===== src/rtl/f1_start_controller.sv =====
// f1_start_controller: self-timed F1 start-light sequencer with random hold and reaction timer
// Ports:
//   clk        - single clock, rising edge
//   rst        - asynchronous active-low reset
//   en         - global enable; freezes FSM and counters when low
//   N          - divider value, tick every N+1 enabled cycles
//   trigger    - start request, accepted only when idle
//   react      - driver button
//   data_out   - light bar
//   busy       - controller not idle
//   done       - one-cycle result strobe
//   jump_start - sticky jump-start flag, cleared by the next accepted trigger
//   reaction   - last reaction time in cycles (all ones on jump start or timeout)
module f1_start_controller #(
    parameter int WIDTH      = 16,
    parameter int D_WIDTH    = 8,
    parameter int LFSR_WIDTH = 7,
    parameter int RT_WIDTH   = 16
) (
    input  logic                clk,
    input  logic                rst,
    input  logic                en,
    input  logic [WIDTH-1:0]    N,
    input  logic                trigger,
    input  logic                react,
    output logic [D_WIDTH-1:0]  data_out,
    output logic                busy,
    output logic                done,
    output logic                jump_start,
    output logic [RT_WIDTH-1:0] reaction
);
    typedef enum logic [2:0] {IDLE, LIGHTS, DELAY, TIMING, RESULT} state_t;
    state_t                state, state_n;
    logic [WIDTH-1:0]      cnt, cnt_n;
    logic [LFSR_WIDTH-1:0] lfsr, dcnt, dcnt_n;
    logic [RT_WIDTH-1:0]   rcnt, rcnt_n, reaction_n;
    logic [D_WIDTH-1:0]    data_n, shifted;
    logic                  jump_n, tick, run;

    assign run     = state == LIGHTS || state == DELAY;
    assign tick    = en && run && cnt == '0;
    assign shifted = {data_out[D_WIDTH-2:0], 1'b1};
    assign busy    = state != IDLE;
    assign done    = state == RESULT;

    always_ff @(posedge clk or negedge rst) begin
        if (!rst) begin
            state      <= IDLE;
            cnt        <= '0;
            dcnt       <= '0;
            rcnt       <= '0;
            data_out   <= '0;
            jump_start <= 1'b0;
            reaction   <= '0;
            lfsr       <= LFSR_WIDTH'(1);
        end else begin
            state      <= state_n;
            cnt        <= cnt_n;
            dcnt       <= dcnt_n;
            rcnt       <= rcnt_n;
            data_out   <= data_n;
            jump_start <= jump_n;
            reaction   <= reaction_n;
            // free-running so the hold time depends on when the driver pressed start
            lfsr       <= {lfsr[LFSR_WIDTH-2:0], lfsr[LFSR_WIDTH-1] ^ lfsr[LFSR_WIDTH-2]};
        end
    end

    always_comb begin
        state_n    = state;
        cnt_n      = cnt;
        dcnt_n     = dcnt;
        rcnt_n     = rcnt;
        data_n     = data_out;
        jump_n     = jump_start;
        reaction_n = reaction;
        if (en && run) cnt_n = tick ? N : cnt - WIDTH'(1);
        case (state)
            IDLE: begin
                if (en && trigger) begin
                    state_n = LIGHTS;
                    cnt_n   = N;
                    data_n  = '0;
                    jump_n  = 1'b0;
                end
            end
            LIGHTS, DELAY: begin
                // a press before lights-out wins over any tick on the same edge
                if (en && react) begin
                    data_n     = '0;
                    jump_n     = 1'b1;
                    reaction_n = '1;
                    state_n    = RESULT;
                end else if (tick && state == LIGHTS) begin
                    data_n = shifted;
                    if (&shifted) begin
                        state_n = DELAY;
                        dcnt_n  = lfsr;
                    end
                end else if (tick) begin
                    dcnt_n = dcnt - LFSR_WIDTH'(1);
                    if (dcnt == LFSR_WIDTH'(1)) begin
                        data_n  = '0;
                        state_n = TIMING;
                        rcnt_n  = '0;
                    end
                end
            end
            TIMING: begin
                if (en && react) begin
                    reaction_n = rcnt;
                    state_n    = RESULT;
                end else if (en && &rcnt) begin
                    reaction_n = '1;
                    state_n    = RESULT;
                end else if (en) begin
                    rcnt_n = rcnt + RT_WIDTH'(1);
                end
            end
            default: state_n = IDLE;
        endcase
    end
endmodule


===== config.mk =====
export PLATFORM = sky130hd
export DESIGN_NAME = f1_start_controller
export DESIGN_NICKNAME = d
export VERILOG_FILES = /design/src/rtl/f1_start_controller.sv
export SDC_FILE = /design/constraint.sdc
export NUM_CORES = 1
export LEC_CHECK = 0
export ABC_AREA = 0
export BUFFER_PORTS_ARGS = -buffer_cell sky130_fd_sc_hd__buf_2
export CAP_MARGIN = 20
export CORE_MARGIN = 1.5
export CORE_UTILIZATION = 55
export CTS_CLUSTER_DIAMETER = 30
export CTS_CLUSTER_SIZE = 30
export DETAILED_ROUTE_END_ITERATION = 8
export GPL_ROUTABILITY_DRIVEN = 0
export GPL_TIMING_DRIVEN = 0
export HOLD_SLACK_MARGIN = 0.15
export PLACE_DENSITY = 0.77
export SLEW_MARGIN = 25
export SYNTH_ARGS = -nofsm -noshare
export SYNTH_HDL_FRONTEND = slang
export SYNTH_SLANG_ARGS = --single-unit

===== constraint.sdc =====
create_clock -name clk -period 4.9 [get_ports clk]
set_input_delay 0.49 -clock clk [delete_from_list [all_inputs] [get_ports clk]]
set_output_delay 0.49 -clock clk [all_outputs]
set_load 0.03 [all_outputs]

Yosys cells after proc, flatten, opt, wreduce, memory -nomap -nowiden. Cells that the tools add are included.

Word-level logic and storage cells: 91. Output and inout port bits: 27. Bits in latches: 0. ROM bits: 0. Memories: 0. Bits in registers: 74. RAM bits: 0. Bits of input ports: 21.

Divide/modulo/power cells: 0. Equality and inequality tests: 19. Magnitude comparators: 0. Multiply operators: 0. Bitwise operators: 2. $add $sub $neg: 3. Muxes and demuxes: 37. Reduce and logical (&&, ||, !) cells: 22. Shift operators: 0.

Operator list (count): 2-to-1 mux 16 bit (14); one-hot mux 16 bit (2 select lines) (2); 2-to-1 mux 8 bit (5); 2-to-1 mux 3 bit (8); 2-to-1 mux 7 bit (3); != test 2 bit, second input constant (9); adder 16 x 1 -> 16 bit, second input constant (1); zero test 16 bit (1); one-hot mux 8 bit (2 select lines) (1); AND reduction 16 bit (1); subtractor 16 x 1 -> 16 bit, second input constant (1); != test 4 bit, second input constant (3); one-hot mux 3 bit (3 select lines) (1); AND reduction 4 bit (2); AND reduction 8 bit (1); equality test 7 x 1 -> 1 bit, second input constant (1); AND reduction 7 bit (1); subtractor 7 x 1 -> 7 bit, second input constant (1); equality test 3 x 2 -> 1 bit, second input constant (2); logical AND 1 bit (6); AND reduction 3 bit (2); nonzero test 2 bit (3); AND reduction 5 bit (1); equality test 3 x 1 -> 1 bit, second input constant (1); 11 further kinds (12).

Depth between registers and ports, before layout.
Depth in word-level cells: 8. Depth in mapped cells: 9. Gate-level depth less buffers: 8.

Least setup slack after synthesis. Ideal clock, no wire load.

Path type: flip-flop to flip-flop. From: register cnt[0]. To: register state[0]. Clock period less this slack: 2.090 ns. Stages on the path, launching flop included: 10. Path slack: 2.810 ns. Data required time: 4.775 ns. Data arrival time: 1.965 ns. Setup time: 0.125 ns. Cell sequence: dfrtp_1 -> inv_1 -> ha_1 -> nor4b_2 -> nand4_2 -> clkbuf_1 -> nor2_1 -> a21oi_1 -> nor3_2 -> mux2_2.

Word-level cells in the longest chain between the ends: 6. Elaborated cells on any way between the ends: 10.

Ends and longest elaborated chain: start, declared (line 34) `logic [WIDTH-1:0] cnt, cnt_n;`; start signal, assigned (line 58) `cnt <= cnt_n;`; zero test 16 bit (*) (line 41) `assign tick = en && run && cnt == '0;`; logical AND 1 bit (*) (line 41); logical AND 1 bit (line 94) `end else if (tick && state == LIGHTS) begin`; 2-to-1 mux 3 bit (line 94); 2-to-1 mux 3 bit (line 89) `if (en && react) begin`; one-hot mux 3 bit (3 select lines) (line 78) `case (state)`; end signal, assigned (line 57) `state <= state_n;`; end, declared (line 33) `state_t state, state_n;`.

Mark *: on every way between the ends. The rest lies on a longest branch, timed or not. A chain may end at the register's enable or synchronous reset.

Worst setup path in the final report.
From: register cnt[0]. To: register rcnt[12].

Word-level cells in the longest chain between the ends: 5. Elaborated cells on any way between the ends: 6.

Ends and longest elaborated chain: zero test 16 bit (*) (line 41); logical AND 1 bit (*) (line 41); logical AND 1 bit (line 94); != test 2 bit (no line); AND reduction 8 bit (no line) (*); end signal, assigned (line 60) `rcnt <= rcnt_n;`; end, declared (line 36) `logic [RT_WIDTH-1:0] rcnt, rcnt_n, reaction_n;`.

Marks and branches as above.

==> run metrics <==
outcome complete, but fails checks; failing checks DRC; Seq/Total Area, Yosys 0.4976; chip height roughly 85 um; largest cells by area after synthesis dfrtp_1, o22a_1, a21oi_1, nand2_1, o21ai_0; TNS Setup 0 ns; max frequency 398.4 MHz; Vias per Instance between 5 and 6; area growth from synthesis to layout 15.22%; Post-Route Skew a little over 0.01 ns; count of cell types in the netlist 54; DRC 2; PostCTS Resize Cnt 0; Synth Warn # 0; Rows 29; Post-DP HPWL roughly 5.8 mm; Post-Synthesis Cells 378; cells along the critical path inv_1 -> ha_1 -> nor4b_2 -> nand4_2 -> clkbuf_1 -> o21ai_1 -> and3b_1 -> buf_2 -> a21oi_1; Top-Level Pins 48; share of the synthesized area in the top cell type 0.4906; CP Launch Type flip-flop; Worst Path Buf+Inv 3; syn nets 404; TritonCTS Buffers 9; actual slew at the worst max-slew pin about 0.62 ns; Crit Path Max Fanout 10; most common cell in the synthesized netlist dfrtp_1; number of enable flip-flop cells after synthesis 0; startpoint of the worst hold path N[9]; remaining global-route overflow 0; initial core utilization 0.5765; nets roughly 460; worst setup path start cnt[0]$_DFF_PN0_; dpl cell area roughly 4100 sq um; Synth Register Bits 74; DRT Wirelength a little over 8 mm; number of global-route vias before repair about 3000; Post-synth top cells dfrtp_1, nand2_1, a21oi_1, nor2_1, o21ai_0; port bufs 47; worst path arrival time ~2.7 ns; largest net degree at the start of global routing 50; # clock sinks 74; Clk pin slew, worst setup/hold paths about 0.080 ns; Initial DRC Count roughly 160; Setup Crit Path Kind reg -> reg; CTS tree done; Worst setup EP type flip-flop; CP delay by family, top simple AND/OR/NAND/NOR gates; final worst path period need roughly 2.5 ns; Die W around 85 um; initial antenna violation count 0; Peak VDD IR 0.2973 mV; clk_lat worst skew 0.36 ns; unrepaired setup endpoints after global routing no; drt wl/cell 15.79 um; ANT cells 0; Tightest Hold Check Type in -> reg; via count 3064; TritonRoute pass-1 iters 6; final max-slew violation count 0; Final Hold Fails 0; Tcrit/Tclk final 0.5122; first-pass GRT wire length approximately 14 mm; Main synth FF type dfrtp_1; Crit-path slowest cell dfrtp_1; RR Startpoint cnt[0]$_DFF_PN0_; Max-slew headroom 0.5825; layout cells sized above 1 0.2032; CTS max path bufs 2; H-tree Lvls 3; GRT Total Usage 0.2504; Core ar. between 6000 and 7000 sq um; antenna-violating nets left 0; Die Area a little over 7000 sq um; CP required 5.13 ns; worst stage delay on the critical path 0.43 ns; Post-synth ARST share 1.000; post-route design area around 4300 sq um; Final setup viols 0; cell accounting for the most synthesized area dfrtp_1; synthesized cell area 3724 sq um; clk root buf clkbuf_8; Avg Cell Area, Syn between 9 and 10 sq um; Max Cap Viol 0; LEAKAGE approximately 0.0019 uW; cell area power density 519.2 nW/um^2
## repair_timing
item	CTS	global route
hold endpoints to repair	25	0
hold buffers	1	0
endpoints found under the setup margin	0	0
setup buffers	0	0
## report_power, final
part           leakage, uW  total (uW)  switching (uW)  internal [uW]
Combinational     0.000828         820             525            295
Clock            0.0000925         471             236            236
Sequential        0.000930         936             163            773
Total              0.00185        2230             924           1300
## layout make-up
cell class / instances / area [sq um]
fillers: 567 / 2168
flip-flops and latches: 74 / 1853
multi-input cells: 283 / 1783
repair buffers: 49 / 275.3
clock buffers: 10 / 127.6
well taps: 77 / 96.34
clock inverters: 6 / 67.56
plain buffers: 13 / 57.56
inverters: 8 / 30.03
## through the flow
step / hold slack (ns) / setup slack (ns) / total power, uW / util / instances
3_3_place_gp: 0.3718 / 2.547 / 1729 / 0.6279 / 502
6_report: 0.3274 / 2.390 / 2228 / 0.6643 / 520
2_1_floorplan: 0.1944 / 2.810 / 1523 / - / 378
3_5_place_dp: 0.3743 / 2.448 / 1761 / 0.6325 / 503
4_1_cts: 0.3185 / 2.426 / 2237 / 0.6643 / 520
5_1_grt: 0.3211 / 2.151 / 2374 / 0.6643 / 520
## cells by family after synthesis
kind of cell | Yosys count | share of synthesized area
buf+inv | 21 | 0.02352
simple gates | 141 | 0.2117
xor+xnor | 9 | 0.02117
compound gates | 124 | 0.2181
mux | 4 | 0.01109
flops | 74 | 0.4976
fa+ha+maj | 5 | 0.01680
## path summary, 6_finish.rpt
kind | endpoint | slack (ns) | cells after the start
max | rcnt[12]$_DFFE_PN0P_ | 2.39 | 9
min | cnt[9]$_DFF_PN0_ | 0.33 | 3
max reg2reg | rcnt[12]$_DFFE_PN0P_ | 2.39 | 9
min reg2reg | lfsr[3]$_DFF_PN0_ | 0.38 | 0
max in group asynchronous | lfsr[0]$_DFF_PN1_ | 3.71 | 3
min in group asynchronous | cnt[4]$_DFF_PN0_ | 0.59 | 2
## sequential cells by signal (all words and copies together) (netlist names)
name,count
data_out,8
reaction,16
lfsr,7
state,3
jump_start,1
rcnt,16
dcnt,7
cnt,16
## layout by cell type, fill, tap and decap left out, types with 2 or more instances in the layout
cell type | netlist | routed
inv_1 | 8 | 8
o21ai_0 | 26 | 26
nand3_1 | 14 | 14
dfrtp_1 | 73 | 73
o31ai_1 | 2 | 2
clkinv_4 | 0 | 2
o211ai_1 | 4 | 4
and2_1 | 4 | 4
a31oi_1 | 4 | 4
xor2_1 | 4 | 4
ha_1 | 5 | 5
nor4b_2 | 2 | 2
o21ai_1 | 8 | 8
a21o_1 | 5 | 5
or4_1 | 5 | 5
o22a_1 | 19 | 19
or3_1 | 12 | 12
nand2_1 | 35 | 35
xnor2_1 | 5 | 5
a22o_1 | 13 | 13
nand2b_1 | 2 | 2
and4_1 | 2 | 2
o41ai_1 | 3 | 3
a21oi_1 | 32 | 32
clkbuf_8 | 0 | 9
clkinvlp_4 | 0 | 2
nor4_1 | 4 | 4
nand3_2 | 2 | 2
clkbuf_1 | 6 | 7
nor2_1 | 30 | 30
and3_1 | 2 | 2
nor3_2 | 4 | 4
nor3_1 | 7 | 7
nand4_2 | 2 | 2
buf_2 | 7 | 53
mux2i_1 | 3 | 3
or2_2 | 2 | 2
nand4_1 | 3 | 3
## layer usage
layer	track usage	vias to the layer above	wire, um
li1	-	1525	-
met1	0.3295	1437	3825
met2	0.3975	90	3838
met3	0.07782	12	416
met4	0.08211	0	132
met5	0	-	0
## worst reg2reg max path, delay by kind of cell, from the launching register on
kind | cells | cell delay (ns)
AO/OA/AOI/OAI | 2 | 0.41
buffers and inverters | 3 | 0.68
adder cells (fa/ha/maj) | 1 | 0.15
AND/OR/NAND/NOR | 3 | 0.72
flip-flops | 1 | 0.43
Power figures use the tool's default switching activity.
